`src/rtl/gumnut_ctrl_if.sv`:
```
// gumnut_ctrl_if: instruction, data, ALU and PC signals between the Gumnut control unit and its datapath
interface gumnut_ctrl_if #(
    parameter int IW = 18,
    parameter int AW = 12
);
    logic [IW-1:0] inst;
    logic          inst_req;
    logic          inst_ack;
    logic          data_req;
    logic          data_we;
    logic          data_io;
    logic          data_ack;
    logic [3:0]    alu_op;
    logic [2:0]    alu_count;
    logic          alu_cin;
    logic          alu_cout;
    logic          alu_zero;
    logic          op2_imm;
    logic [2:0]    rd;
    logic [2:0]    rs;
    logic [2:0]    r2;
    logic [7:0]    imm;
    logic          reg_we;
    logic          wb_mem;
    logic          pc_inc;
    logic          pc_load;
    logic [AW-1:0] pc_target;
    logic          pc_rel;
    logic          illegal;
    logic          halted;

    modport master (
        input  inst, inst_ack, data_ack, alu_cout, alu_zero,
        output inst_req, data_req, data_we, data_io, alu_op, alu_count, alu_cin,
               op2_imm, rd, rs, r2, imm, reg_we, wb_mem, pc_inc, pc_load,
               pc_target, pc_rel, illegal, halted
    );

    modport slave (
        output inst, inst_ack, data_ack, alu_cout, alu_zero,
        input  inst_req, data_req, data_we, data_io, alu_op, alu_count, alu_cin,
               op2_imm, rd, rs, r2, imm, reg_we, wb_mem, pc_inc, pc_load,
               pc_target, pc_rel, illegal, halted
    );
endinterface

```
`src/rtl/gumnut_ctrl.sv`:
```
// gumnut_ctrl: multicycle fetch/decode/execute sequencer and C/Z flag register for the Gumnut core
module gumnut_ctrl #(
    parameter int IW = 18,
    parameter int AW = 12
) (
    input  logic          clk_i,
    input  logic          rst_ni,
    gumnut_ctrl_if.master bus
);
    typedef enum logic [2:0] {FETCH, DECODE, EXECUTE, MEM, WRITE, HALT} state_t;

    state_t        state, state_nx;
    logic          run;
    logic [IW-1:0] ir;
    logic          c_flag, z_flag;
    logic          is_alui, is_alur, is_shift, is_mem, is_br, is_jmp, is_stby, is_alu, is_ill;
    logic          act, fetched, br_take;

    assign is_alui  = !ir[17];
    assign is_mem   = ir[17:16] == 2'b10;
    assign is_shift = ir[17:15] == 3'b110;
    assign is_alur  = ir[17:14] == 4'b1110;
    assign is_jmp   = ir[17:12] == 6'b111100;
    assign is_br    = ir[17:12] == 6'b111110;
    assign is_stby  = ir[17:11] == 7'b1111110 && ir[10:8] == 3'b101;
    assign is_alu   = is_alui || is_alur || is_shift;
    assign is_ill   = !(is_alu || is_mem || is_br || is_jmp || is_stby);
    assign act      = state inside {DECODE, EXECUTE, MEM, WRITE};
    assign fetched  = state == FETCH && run && bus.inst_ack;
    assign br_take  = ir[11] ? (ir[10] ? !c_flag : c_flag) : (ir[10] ? !z_flag : z_flag);

    // state register; run holds requests off for the first cycle after reset release
    always_ff @(posedge clk_i) begin
        if (!rst_ni) begin
            state <= FETCH;
            run   <= 1'b0;
        end else begin
            state <= state_nx;
            run   <= 1'b1;
        end
    end

    // instruction register and flags, which only ALU/shift execution may update
    always_ff @(posedge clk_i) begin
        if (!rst_ni) begin
            ir     <= '0;
            c_flag <= 1'b0;
            z_flag <= 1'b0;
        end else begin
            if (fetched)
                ir <= bus.inst;
            if (state == EXECUTE && is_alu) begin
                c_flag <= bus.alu_cout;
                z_flag <= bus.alu_zero;
            end
        end
    end

    // next-state sequencing and decoded outputs; fields stay zero outside an active instruction
    always_comb begin
        state_nx      = state;
        bus.inst_req  = state == FETCH && run;
        bus.pc_inc    = fetched;
        bus.data_req  = state == MEM;
        bus.data_we   = state == MEM && ir[14];
        bus.data_io   = state == MEM && ir[15];
        bus.reg_we    = state == WRITE && ir[13:11] != 3'd0;
        bus.wb_mem    = state == WRITE && is_mem;
        bus.pc_load   = state == EXECUTE && (is_jmp || (is_br && br_take));
        bus.pc_rel    = act && is_br;
        bus.pc_target = !act ? '0 :
                        is_br ? {{(AW-8){ir[7]}}, ir[7:0]} :
                        is_jmp ? ir[AW-1:0] : '0;
        bus.illegal   = state == EXECUTE && is_ill;
        bus.halted    = state == HALT;
        bus.alu_cin   = c_flag;
        bus.alu_op    = !act ? 4'd0 :
                        is_alui ? {1'b0, ir[16:14]} :
                        is_alur ? {1'b0, ir[2:0]} :
                        is_shift ? {2'b10, ir[1:0]} : 4'd0;
        bus.alu_count = act && is_shift ? ir[7:5] : 3'd0;
        bus.op2_imm   = act && (is_alui || is_mem);
        bus.rd        = act ? ir[13:11] : 3'd0;
        bus.rs        = act ? ir[10:8] : 3'd0;
        bus.r2        = act ? ir[7:5] : 3'd0;
        bus.imm       = act ? ir[7:0] : 8'd0;
        case (state)
            FETCH:   state_nx = fetched ? DECODE : FETCH;
            DECODE:  state_nx = EXECUTE;
            EXECUTE: state_nx = is_alu ? WRITE : is_mem ? MEM : is_stby ? HALT : FETCH;
            MEM:     state_nx = !bus.data_ack ? MEM : ir[14] ? FETCH : WRITE;
            WRITE:   state_nx = FETCH;
            HALT:    state_nx = HALT;
            default: state_nx = FETCH;
        endcase
    end
endmodule
```
`src/flat_wrapper.sv`:
```
// flat-port wrapper written by rule: the top's interface ports become plain ports
module gumnut_ctrl_flat 
#(
    parameter int IW = 18,
    parameter int AW = 12
)
  (clk_i, rst_ni, bus_inst, bus_inst_ack, bus_data_ack, bus_alu_cout, bus_alu_zero, bus_inst_req, bus_data_req, bus_data_we, bus_data_io, bus_alu_op, bus_alu_count, bus_alu_cin, bus_op2_imm, bus_rd, bus_rs, bus_r2, bus_imm, bus_reg_we, bus_wb_mem, bus_pc_inc, bus_pc_load, bus_pc_target, bus_pc_rel, bus_illegal, bus_halted);
  gumnut_ctrl_if #(.IW(IW), .AW(AW)) bus_i ();
  input  logic clk_i;
  input  logic rst_ni;
  input wire logic [$bits(bus_i.inst)-1:0] bus_inst;
  input wire logic [$bits(bus_i.inst_ack)-1:0] bus_inst_ack;
  input wire logic [$bits(bus_i.data_ack)-1:0] bus_data_ack;
  input wire logic [$bits(bus_i.alu_cout)-1:0] bus_alu_cout;
  input wire logic [$bits(bus_i.alu_zero)-1:0] bus_alu_zero;
  output wire logic [$bits(bus_i.inst_req)-1:0] bus_inst_req;
  output wire logic [$bits(bus_i.data_req)-1:0] bus_data_req;
  output wire logic [$bits(bus_i.data_we)-1:0] bus_data_we;
  output wire logic [$bits(bus_i.data_io)-1:0] bus_data_io;
  output wire logic [$bits(bus_i.alu_op)-1:0] bus_alu_op;
  output wire logic [$bits(bus_i.alu_count)-1:0] bus_alu_count;
  output wire logic [$bits(bus_i.alu_cin)-1:0] bus_alu_cin;
  output wire logic [$bits(bus_i.op2_imm)-1:0] bus_op2_imm;
  output wire logic [$bits(bus_i.rd)-1:0] bus_rd;
  output wire logic [$bits(bus_i.rs)-1:0] bus_rs;
  output wire logic [$bits(bus_i.r2)-1:0] bus_r2;
  output wire logic [$bits(bus_i.imm)-1:0] bus_imm;
  output wire logic [$bits(bus_i.reg_we)-1:0] bus_reg_we;
  output wire logic [$bits(bus_i.wb_mem)-1:0] bus_wb_mem;
  output wire logic [$bits(bus_i.pc_inc)-1:0] bus_pc_inc;
  output wire logic [$bits(bus_i.pc_load)-1:0] bus_pc_load;
  output wire logic [$bits(bus_i.pc_target)-1:0] bus_pc_target;
  output wire logic [$bits(bus_i.pc_rel)-1:0] bus_pc_rel;
  output wire logic [$bits(bus_i.illegal)-1:0] bus_illegal;
  output wire logic [$bits(bus_i.halted)-1:0] bus_halted;
  assign bus_i.inst = bus_inst;
  assign bus_i.inst_ack = bus_inst_ack;
  assign bus_i.data_ack = bus_data_ack;
  assign bus_i.alu_cout = bus_alu_cout;
  assign bus_i.alu_zero = bus_alu_zero;
  assign bus_inst_req = bus_i.inst_req;
  assign bus_data_req = bus_i.data_req;
  assign bus_data_we = bus_i.data_we;
  assign bus_data_io = bus_i.data_io;
  assign bus_alu_op = bus_i.alu_op;
  assign bus_alu_count = bus_i.alu_count;
  assign bus_alu_cin = bus_i.alu_cin;
  assign bus_op2_imm = bus_i.op2_imm;
  assign bus_rd = bus_i.rd;
  assign bus_rs = bus_i.rs;
  assign bus_r2 = bus_i.r2;
  assign bus_imm = bus_i.imm;
  assign bus_reg_we = bus_i.reg_we;
  assign bus_wb_mem = bus_i.wb_mem;
  assign bus_pc_inc = bus_i.pc_inc;
  assign bus_pc_load = bus_i.pc_load;
  assign bus_pc_target = bus_i.pc_target;
  assign bus_pc_rel = bus_i.pc_rel;
  assign bus_illegal = bus_i.illegal;
  assign bus_halted = bus_i.halted;
  gumnut_ctrl #(.IW(IW), .AW(AW)) u_core (.clk_i(clk_i), .rst_ni(rst_ni), .bus(bus_i));
endmodule
```
`config.mk`:
```
export PLATFORM = sky130hd
export DESIGN_NAME = gumnut_ctrl_flat
export DESIGN_NICKNAME = d
export VERILOG_FILES = /design/src/rtl/gumnut_ctrl_if.sv /design/src/rtl/gumnut_ctrl.sv /design/src/flat_wrapper.sv
export SDC_FILE = /design/constraint.sdc
export NUM_CORES = 1
export LEC_CHECK = 0
export BUFFER_PORTS_ARGS = -buffer_cell sky130_fd_sc_hd__buf_2
export CAP_MARGIN = 10
export CORE_MARGIN = 3
export CORE_UTILIZATION = 35
export DETAILED_ROUTE_END_ITERATION = 6
export HOLD_SLACK_MARGIN = 0.12
export PLACE_DENSITY = 0.72
export SLEW_MARGIN = 15
export SYNTH_ARGS = -nofsm -noshare
export SYNTH_HDL_FRONTEND = slang
export SYNTH_SLANG_ARGS = --single-unit
```
`constraint.sdc`:
```
create_clock -name clk_i -period 3.6 [get_ports clk_i]
set_input_delay 0.36 -clock clk_i [delete_from_list [all_inputs] [get_ports clk_i]]
set_output_delay 0.36 -clock clk_i [all_outputs]
set_load 0.1 [all_outputs]
```
After elaboration in Yosys (flattened, before gate mapping)

Index checks and enable logic that the tools add are counted.

Logic and storage cells: 69
Register bits after elaboration: 24
Output and inout bits: 49
Input bits: 24

Multiplexer cells: 23
Equal/unequal tests: 12
Reduce and logical (&&, ||, !) cells: 29

Operator list:

| cell                                           | number |
|---|---|
| two-way mux 12 bit                             | 3 |
| two-way mux 3 bit                              | 9 |
| two-way mux 4 bit                              | 4 |
| case mux 3 bit (5 select lines)                | 1 |
| logical AND 1 bit                              | 14 |
| == test 3 bit (second input constant)          | 4 |
| == test 6 bit (second input constant)          | 2 |
| logical OR 1 bit                               | 8 |
| two-way mux 8 bit                              | 1 |
| == test 7 bit (second input constant)          | 1 |
| == test 3 x 2 -> 1 bit (second input constant) | 2 |
| two-way mux 1 bit                              | 5 |
| == test 4 bit (second input constant)          | 1 |
| zero test 1 bit                                | 4 |
| nonzero test 4 bit                             | 1 |
| == test 3 x 1 -> 1 bit (second input constant) | 1 |
| zero test 3 bit                                | 1 |
| nonzero test 3 bit                             | 1 |
| == test 2 bit (second input constant)          | 1 |

Logic depth before layout (Yosys ltp)

Gate-level depths: netlist of run 1.

Depth after elaboration: 9
Mapped depth: 7
Mapped depth without buffers: 5

Worst setup path before layout of run 1

Ideal clock, no wire load.

Path kind: reg2out
From: reg u_core.state[0]
To: out bus_alu_count[0]
Stages on the path, launching flop included: 5
Path buffers: 0
Slack: -0.682 ns
Required time: 3.240 ns
Arrival time: 3.922 ns
Cells stage by stage: dfxtp_1 -> nor2_2 -> xnor2_2 -> and2_1 -> nor3b_1

Longest elaborated chain between the ends: 4
Elaborated cells on any way between the ends: 7
Those cells by class: eq/ne: 4; mux: 1; reduce/logical: 2

Ends and longest elaborated chain:

| element                                              | line               | source |
|---|---|---|
| from (decl)                                          | gumnut_ctrl.sv:12  | `state_t state, state_nx;` |
| from (signal assigned)                               | gumnut_ctrl.sv:38  | `state <= state_nx;` |
| == test 3 x 1 -> 1 bit, or another cell as far along | gumnut_ctrl.sv:28  | `assign act = state inside {DECODE, EXECUTE, MEM, WRITE};` |
| nonzero test 4 bit (*)                               | gumnut_ctrl.sv:28  |  |
| logical AND 1 bit (*)                                | gumnut_ctrl.sv:81  | `bus.alu_count = act && is_shift ? ir[7:5] : 3'd0;` |
| two-way mux 3 bit (*)                                | gumnut_ctrl.sv:81  |  |
| to (decl)                                            | flat_wrapper.sv:21 | `output wire logic [$bits(bus_i.alu_count)-1:0] bus_alu_count;` |

Mark *: on every way between the ends. The rest lies on a longest branch, timed or not.

Worst setup path after layout of run 1

From: reg u_core.state[0]
To: out bus_alu_count[2]

The elaborated chain is that of the path after synthesis.

==> flow_metrics.py, run 1 <==
metrics = {
    "status": {
        "status": "finished clean",
    },
    "clocking": {
        "clockBufferDepth": 2,
        "cts_buffers": 3,
        "clkLatencyLatePin_ns": 0.27,
        "clockRootBuffer": "clkbuf_8",
        "holdBufCountCts": 0,
        "cts_setup_buffers": 0,
        "clk_pin_slew_ns": 0.09,
        "cts_resized": 0,
        "cts_tree": "done",
        "cts_sinks": 24,
        "cts_max_level": 1,
    },
    "worst_setup_path": {
        "cp_data_arrival_time_ns": 2.46,
        "crit_chain": "nor2_2, xnor2_2, and2_1, nor3b_2, buf_2",
        "rr_worst_depth": 6,
        "cp-endpoint": "bus_alu_count[2]",
        "critical_path.startpoint": "u_core.state[0]",
        "required_ns": 3.24,
        "slowest_stage": "xnor2_2",
        "cp-end-kind": "output pin",
        "crit_cells": 5,
        "critical_path_peak_fanout": 24,
        "r2r_setup_slack_ns": 1.65,
        "path_class": "register to output pin",
        "crit_buf_inv": 1,
        "start_kind": "register",
        "critPathMaxStageDelay_ns": 0.60,
        "crit-reg2reg-launch": "u_core.state[2]",
        "reg2reg_to": "u_core.ir[2]",
        "crit_family": "simple AND/OR/NAND/NOR gates",
    },
    "worst_hold_path": {
        "min_from": "bus_inst[7]",
        "hp-class": "primary input to register",
    },
    "sta": {
        "setup_ws_ns": 0.777,
        "final-setup-viol-count": 0,
        "relSlewSlack": 0.504,
        "finalSetupTns_ns": 0,
        "drv_slew": 0,
        "max_freq_mhz": 354,
        "finalClockSkew_ns": 0.00442,
        "tightest_slew_ns": 0.741,
        "hold_violations": 0,
        "fin_crit_sh": 0.784,
        "rsz0062_at_grt": "no",
        "period_needed_ns": 2.82,
    },
    "drt": {
        "ant_nets": 0,
        "num_vias": 1459,
        "vias_per_cell": 4.93,
        "wl_per_cell_um": 13.8,
        "dr.pass1.iters": 4,
        "drc": 0,
        "wl_um": 4080,
        "drt-initial-drc-count": 78,
    },
    "placed_design": {
        "dp.cells": 292,
        "dp_slack_ns": 1.03,
        "finalWeightedCongestion": 0.904,
        "port_buffers": 72,
        "dp_hpwl_um": 3030,
    },
    "synthesis": {
        "synth_edf_count": 0,
        "synth-compound-area-share": 0.172,
        "synth-xor-area-share": 0.0230,
        "yosysUniqueCellTypes": 39,
        "synth-seq-cells": 24,
        "syn_inst": 185,
        "netlist_area_um2": 1470,
        "yosys_warnings": 0,
        "synth_mux_area_frac": 0.0341,
        "avgSynthCellArea_um2": 7.94,
        "async_flop_share": 0,
        "netlist.area_leader.share": 0.327,
        "synthSimpleGateAreaFrac": 0.371,
        "synth_fa_ha_area_frac": 0,
        "yosysSeqAreaShare": 0.327,
        "yosys-top-cells-area": "dfxtp_1 (33%), nand2_1 (11%), and2_1 (7.2%)",
        "synth_fp_nets": 209,
        "synth_top_family_by_area": "simple AND/OR/NAND/NOR gates",
        "synth-main-ff-cell": "dfxtp_1",
        "synth_area_leader_cell": "dfxtp_1",
    },
    "global_route": {
        "antenna_found_initial": 0,
        "grt_pass1_wl_um": 6670,
        "grt_pass1_vias": 1397,
        "grt_usage": 0.164,
        "gr-total-overflow": 0,
        "grt_max_degree": 25,
    },
    "finish": {
        "layout.nets": 273,
        "antenna_cells": 0,
        "fin_util": 0.490,
        "drive_gt1_frac": 0.363,
        "fillers": 393,
        "instances_no_fill": 296,
        "area_growth_pct": 28.4,
    },
    "die": {
        "io_pins": 73,
        "rows": 22,
        "dieHeight_um": 70.8,
        "die_w_um": 70.8,
        "initial_core_util": 0.381,
        "dieArea_um2": 5010,
        "fp.coreArea_um2": 3850,
    },
    "power": {
        "p_leak_uw": 0.000901,
        "ir_drop_mv": 0.183,
        "power_density_nw_per_um2": 322,
    },
    "run": {
        "cap_violations": 0,
    },
}
[how the worst min path moves through the flow]
stage | depth (start not counted) | to | slack [ns]
4_1_cts | 3 | u_core.ir[7] | 0.31
3_5_place_dp | 2 | u_core.ir[4] | 0.47
3_3_place_gp | 2 | u_core.ir[4] | 0.46
2_1_floorplan | 0 | u_core.run | 0.39
6_report | 3 | u_core.ir[7] | 0.32
5_1_grt | 3 | u_core.ir[5] | 0.33
[cells by family after synthesis]
| kind of cell | count (synthesis) |
|---|---|
| simple gates | 97 |
| compound gates | 36 |
| flops | 24 |
| buf+inv | 20 |
| mux | 5 |
| xor+xnor | 3 |
[registers in the layout, indices dropped and copies added, names as in the netlist]
name,count
u_core.bus.alu_cin,1
u_core.ir,18
u_core.run,1
u_core.state,3
u_core.z_flag,1
[cell usage after synthesis, types with 2 or more instances]
library cell and number:
nand3_1 2, xor2_1 2, inv_1 3, nor2b_1 2
a21boi_1 9, o21ai_0 2, buf_2 4, dfxtp_1 24
clkbuf_1 5, a21boi_0 9, mux2i_1 5, and3_1 9
nor3b_1 4, buf_6 2, nor3_1 5, and2_1 17
a31oi_1 4, nand2_1 44, nand2b_1 5, a21oi_1 7
buf_4 3
[routing by layer]
metal,track usage,routed length (um),vias to the layer above,share of wire
li1,-,-,751,-
met1,0.211,1850,658,0.45
met2,0.277,1950,44,0.48
met3,0.0284,224,6,0.055
met4,0.0522,60,0,0.015
met5,0,0,-,0
[report_power, final]
group	leakage, uW	switching [uW]	internal [uW]
sequential	0.000196	17.9	277
clock	0.0000288	90.0	97.8
combinational	0.000676	88.5	35.8
total	0.000901	196	411
[worst register-to-register path, cell delays in order (launching register included)]
cell      delay, ns
dfxtp_1        0.48
nor4b_4        0.29
nand2_1        0.47
clkinv_2       0.15
buf_4          0.24
nand2_1        0.09
a21boi_0       0.16
[per-stage QoR]
stage	hold slack [ns]	power [uW]	cell area, um2
global placement	0.462	425	1830
finish	0.317	607	1890
floorplan	0.388	398	1480
detailed placement	0.468	427	1830
global route	0.333	636	1890
CTS	0.313	614	1890
[layout make-up]
| type | count | area [um2] | area share |
|---|---|---|---|
| inverter | 5 | 20.0 | 0.0106 |
| clock buffer | 4 | 55.1 | 0.0292 |
| tap | 48 | 60.1 | 0.0318 |
| sequential | 24 | 480 | 0.255 |
| timing repair buffer | 74 | 375 | 0.199 |
| multi-input combinational | 141 | 896 | 0.475 |
[cells in the final DEF, fill, tap and decap left out, types with 4 or more instances in the layout]
master     n
a21boi_1   9
a21oi_1    7
a31oi_1    4
nand2_1   44
mux2i_1    5
nor3b_2    4
clkbuf_8   4
buf_2     72
nand2b_1   5
and2_1    17
nor3_1     5
a21boi_0   9
and3_1     9
dfxtp_1   24
(Power assumes the default switching activity.)
==> run 2: changes to the inputs <==
--- a/config.mk
+++ b/config.mk
@@ -11,7 +11,7 @@
 export CORE_UTILIZATION = 35
 export DETAILED_ROUTE_END_ITERATION = 6
 export HOLD_SLACK_MARGIN = 0.12
-export PLACE_DENSITY = 0.72
+export PLACE_DENSITY = 0.74
 export SLEW_MARGIN = 15
 export SYNTH_ARGS = -nofsm -noshare
 export SYNTH_HDL_FRONTEND = slang
==> constraint.sdc (replaced) <==
create_clock -name clk_i -period 2.5 [get_ports clk_i]
set_input_delay 0.25 -clock clk_i [delete_from_list [all_inputs] [get_ports clk_i]]
set_output_delay 0.25 -clock clk_i [all_outputs]
set_load 0.1 [all_outputs]
==> run 2 against run 1 <==
Net effect:
- routed wire length is 10% higher
- core utilization grew 10 points
- non-clock buffer count increased by 3
- clock skew decreased by 0.0019 ns
- design area is 21% higher
- clock power is 19% higher
- first-iteration DRC count is 45% higher
- via count is 5.3% higher
- hold slack worse by 0.099 ns
- register-to-register slack got worse by 0.78 ns
- sequential cell count unchanged
- critical path type unchanged
- critical endpoint is now bus_alu_op[0]
==> flow_metrics.py, run 2 (same netlist as run 1, synthesis figures left out) <==
metrics = {
    "die": {
        "die_w_um": 70.8,
        "dieHeight_um": 70.8,
        "io_pins": 73,
        "fp.coreArea_um2": 3850,
        "rows": 22,
        "initial_core_util": 0.381,
        "dieArea_um2": 5010,
    },
    "worst_hold_path": {
        "hp-class": "primary input to register",
    },
    "power": {
        "p_leak_uw": 0.000975,
        "power_density_nw_per_um2": 371,
        "ir_drop_mv": 0.303,
        "power_uw": 849,
    },
    "drt": {
        "drc": 0,
        "dr.pass1.iters": 4,
        "vias_per_cell": 5.14,
        "num_vias": 1537,
        "drt-initial-drc-count": 113,
        "ant_nets": 0,
        "wl_um": 4490,
        "wl_per_cell_um": 15.0,
    },
    "global_route": {
        "grt_pass1_wl_um": 7070,
        "gr-total-overflow": 0,
        "antenna_found_initial": 0,
        "grt_usage": 0.174,
        "grt_max_degree": 25,
        "grt_pass1_vias": 1384,
    },
    "sta": {
        "hold_violations": 0,
        "final-setup-viol-count": 0,
        "drv_slew": 0,
        "finalClockSkew_ns": 0.00254,
        "period_needed_ns": 2.41,
        "relSlewSlack": 0.493,
        "max_freq_mhz": 416,
        "fin_crit_sh": 0.962,
        "finalSetupTns_ns": 0,
        "rsz0062_at_grt": "no",
        "tightest_slew_ns": 0.759,
    },
    "clocking": {
        "clockRootBuffer": "clkbuf_8",
        "cts_max_level": 1,
        "cts_sinks": 24,
        "clkLatencyLatePin_ns": 0.26,
        "cts_tree": "done",
        "clockBufferDepth": 2,
        "cts_buffers": 3,
        "clk_pin_slew_ns": 0.08,
        "cts_setup_buffers": 0,
    },
    "finish": {
        "area_growth_pct": 55.7,
        "layout.nets": 277,
        "final_cell_mix": "buf_2 (53), nand2_1 (44), dfxtp_1 (24)",
        "largest_register_ffs": 18,
        "fillers": 356,
        "fin_util": 0.594,
        "drive_gt1_frac": 0.434,
        "instances_no_fill": 299,
        "fin_area_um2": 2290,
        "reg_top3": "u_core.ir (18), u_core.state (3)",
        "regMostFlops": "u_core.ir",
        "antenna_cells": 0,
        "final_common_cell": "buf_2",
    },
    "worst_setup_path": {
        "slowest_stage": "dfxtp_1",
        "required_ns": 2.25,
        "start_kind": "register",
        "cp-end-kind": "output pin",
        "r2r_setup_slack_ns": 0.87,
        "critical_path_peak_fanout": 11,
        "cp_data_arrival_time_ns": 2.16,
        "critPathMaxStageDelay_ns": 0.82,
        "crit_chain": "xor2_1, nor3_2, buf_2",
        "path_class": "register to output pin",
    },
    "placed_design": {
        "finalWeightedCongestion": 0.855,
        "port_buffers": 72,
        "dpl-instance-area_um2": 2210,
        "dp_hpwl_um": 3360,
        "dp.cells": 295,
    },
    "run": {
        "cap_violations": 0,
    },
    "status": {
        "status": "finished clean",
    },
}
run 2: cell count changes in the layout (fill, tap and decap cells not counted), sizes merged:
cell | before | now
clkbuf | 4 | 3
xnor2 | 1 | 2
buf | 74 | 77
run 2: area by class of cell:
| type | count | area (um2) | area share |
|---|---|---|---|
| multi-input cells | 142 | 1000 | 0.438 |
| clock buffers | 3 | 41.3 | 0.0181 |
| repair buffers | 77 | 683 | 0.299 |
| inverters | 5 | 20.0 | 0.00875 |
| well taps | 48 | 60.1 | 0.0263 |
| flip-flops and latches | 24 | 480 | 0.210 |
run 2: path summary, 6_finish.rpt:
path                   endpoint  cells after the start             from
hold reg to reg    u_core.ir[5]                      2     u_core.ir[5]
hold / removal    u_core.ir[14]                      3     bus_inst[14]
setup / recovery  bus_alu_op[0]                      3  u_core.state[2]
setup reg to reg  u_core.ir[17]                      5  u_core.state[2]
run 2: critical path: cells and delay by family, from the launching register on:
| kind | cells | cell delay (ns) |
|---|---|---|
| and+or+nand+nor | 1 | 0.27 |
| buffers and inverters | 1 | 0.45 |
| DFF | 1 | 0.82 |
| xor gates and xnor gates | 1 | 0.35 |
run 2: per-stage QoR:
stage / setup slack, ns / hold WS [ns]
3_5_place_dp: 0.139 / 0.469
2_1_floorplan: -0.741 / 0.278
5_1_grt: 0.00863 / 0.220
6_report: 0.0942 / 0.218
3_3_place_gp: 0.252 / 0.458
4_1_cts: 0.0238 / 0.208
run 2: repair_timing:
action / in CTS / in global routing
pin swaps: 0 / 1
gates resized for setup: 1 / 1
cloned: 0 / 1
hold buffers: 0 / 0
setup endpoints to repair: 15 / 8
run 2: layer usage:
metal | global-route usage | share of wire | wire length (um) | vias to the layer above
li1 | - | - | - | 762
met2 | 0.291 | 0.51 | 2310 | 49
met4 | 0.0251 | 0.0024 | 11 | 0
met1 | 0.225 | 0.41 | 1860 | 724
met5 | 0 | 0 | 0 | -
met3 | 0.0526 | 0.068 | 307 | 2
run 2: power by group:
part	switching (uW)	leakage [uW]	internal, uW
clock network	115	0.0000216	108
registers	24.5	0.000196	400
logic	142	0.000758	60.1
total	282	0.000975	567
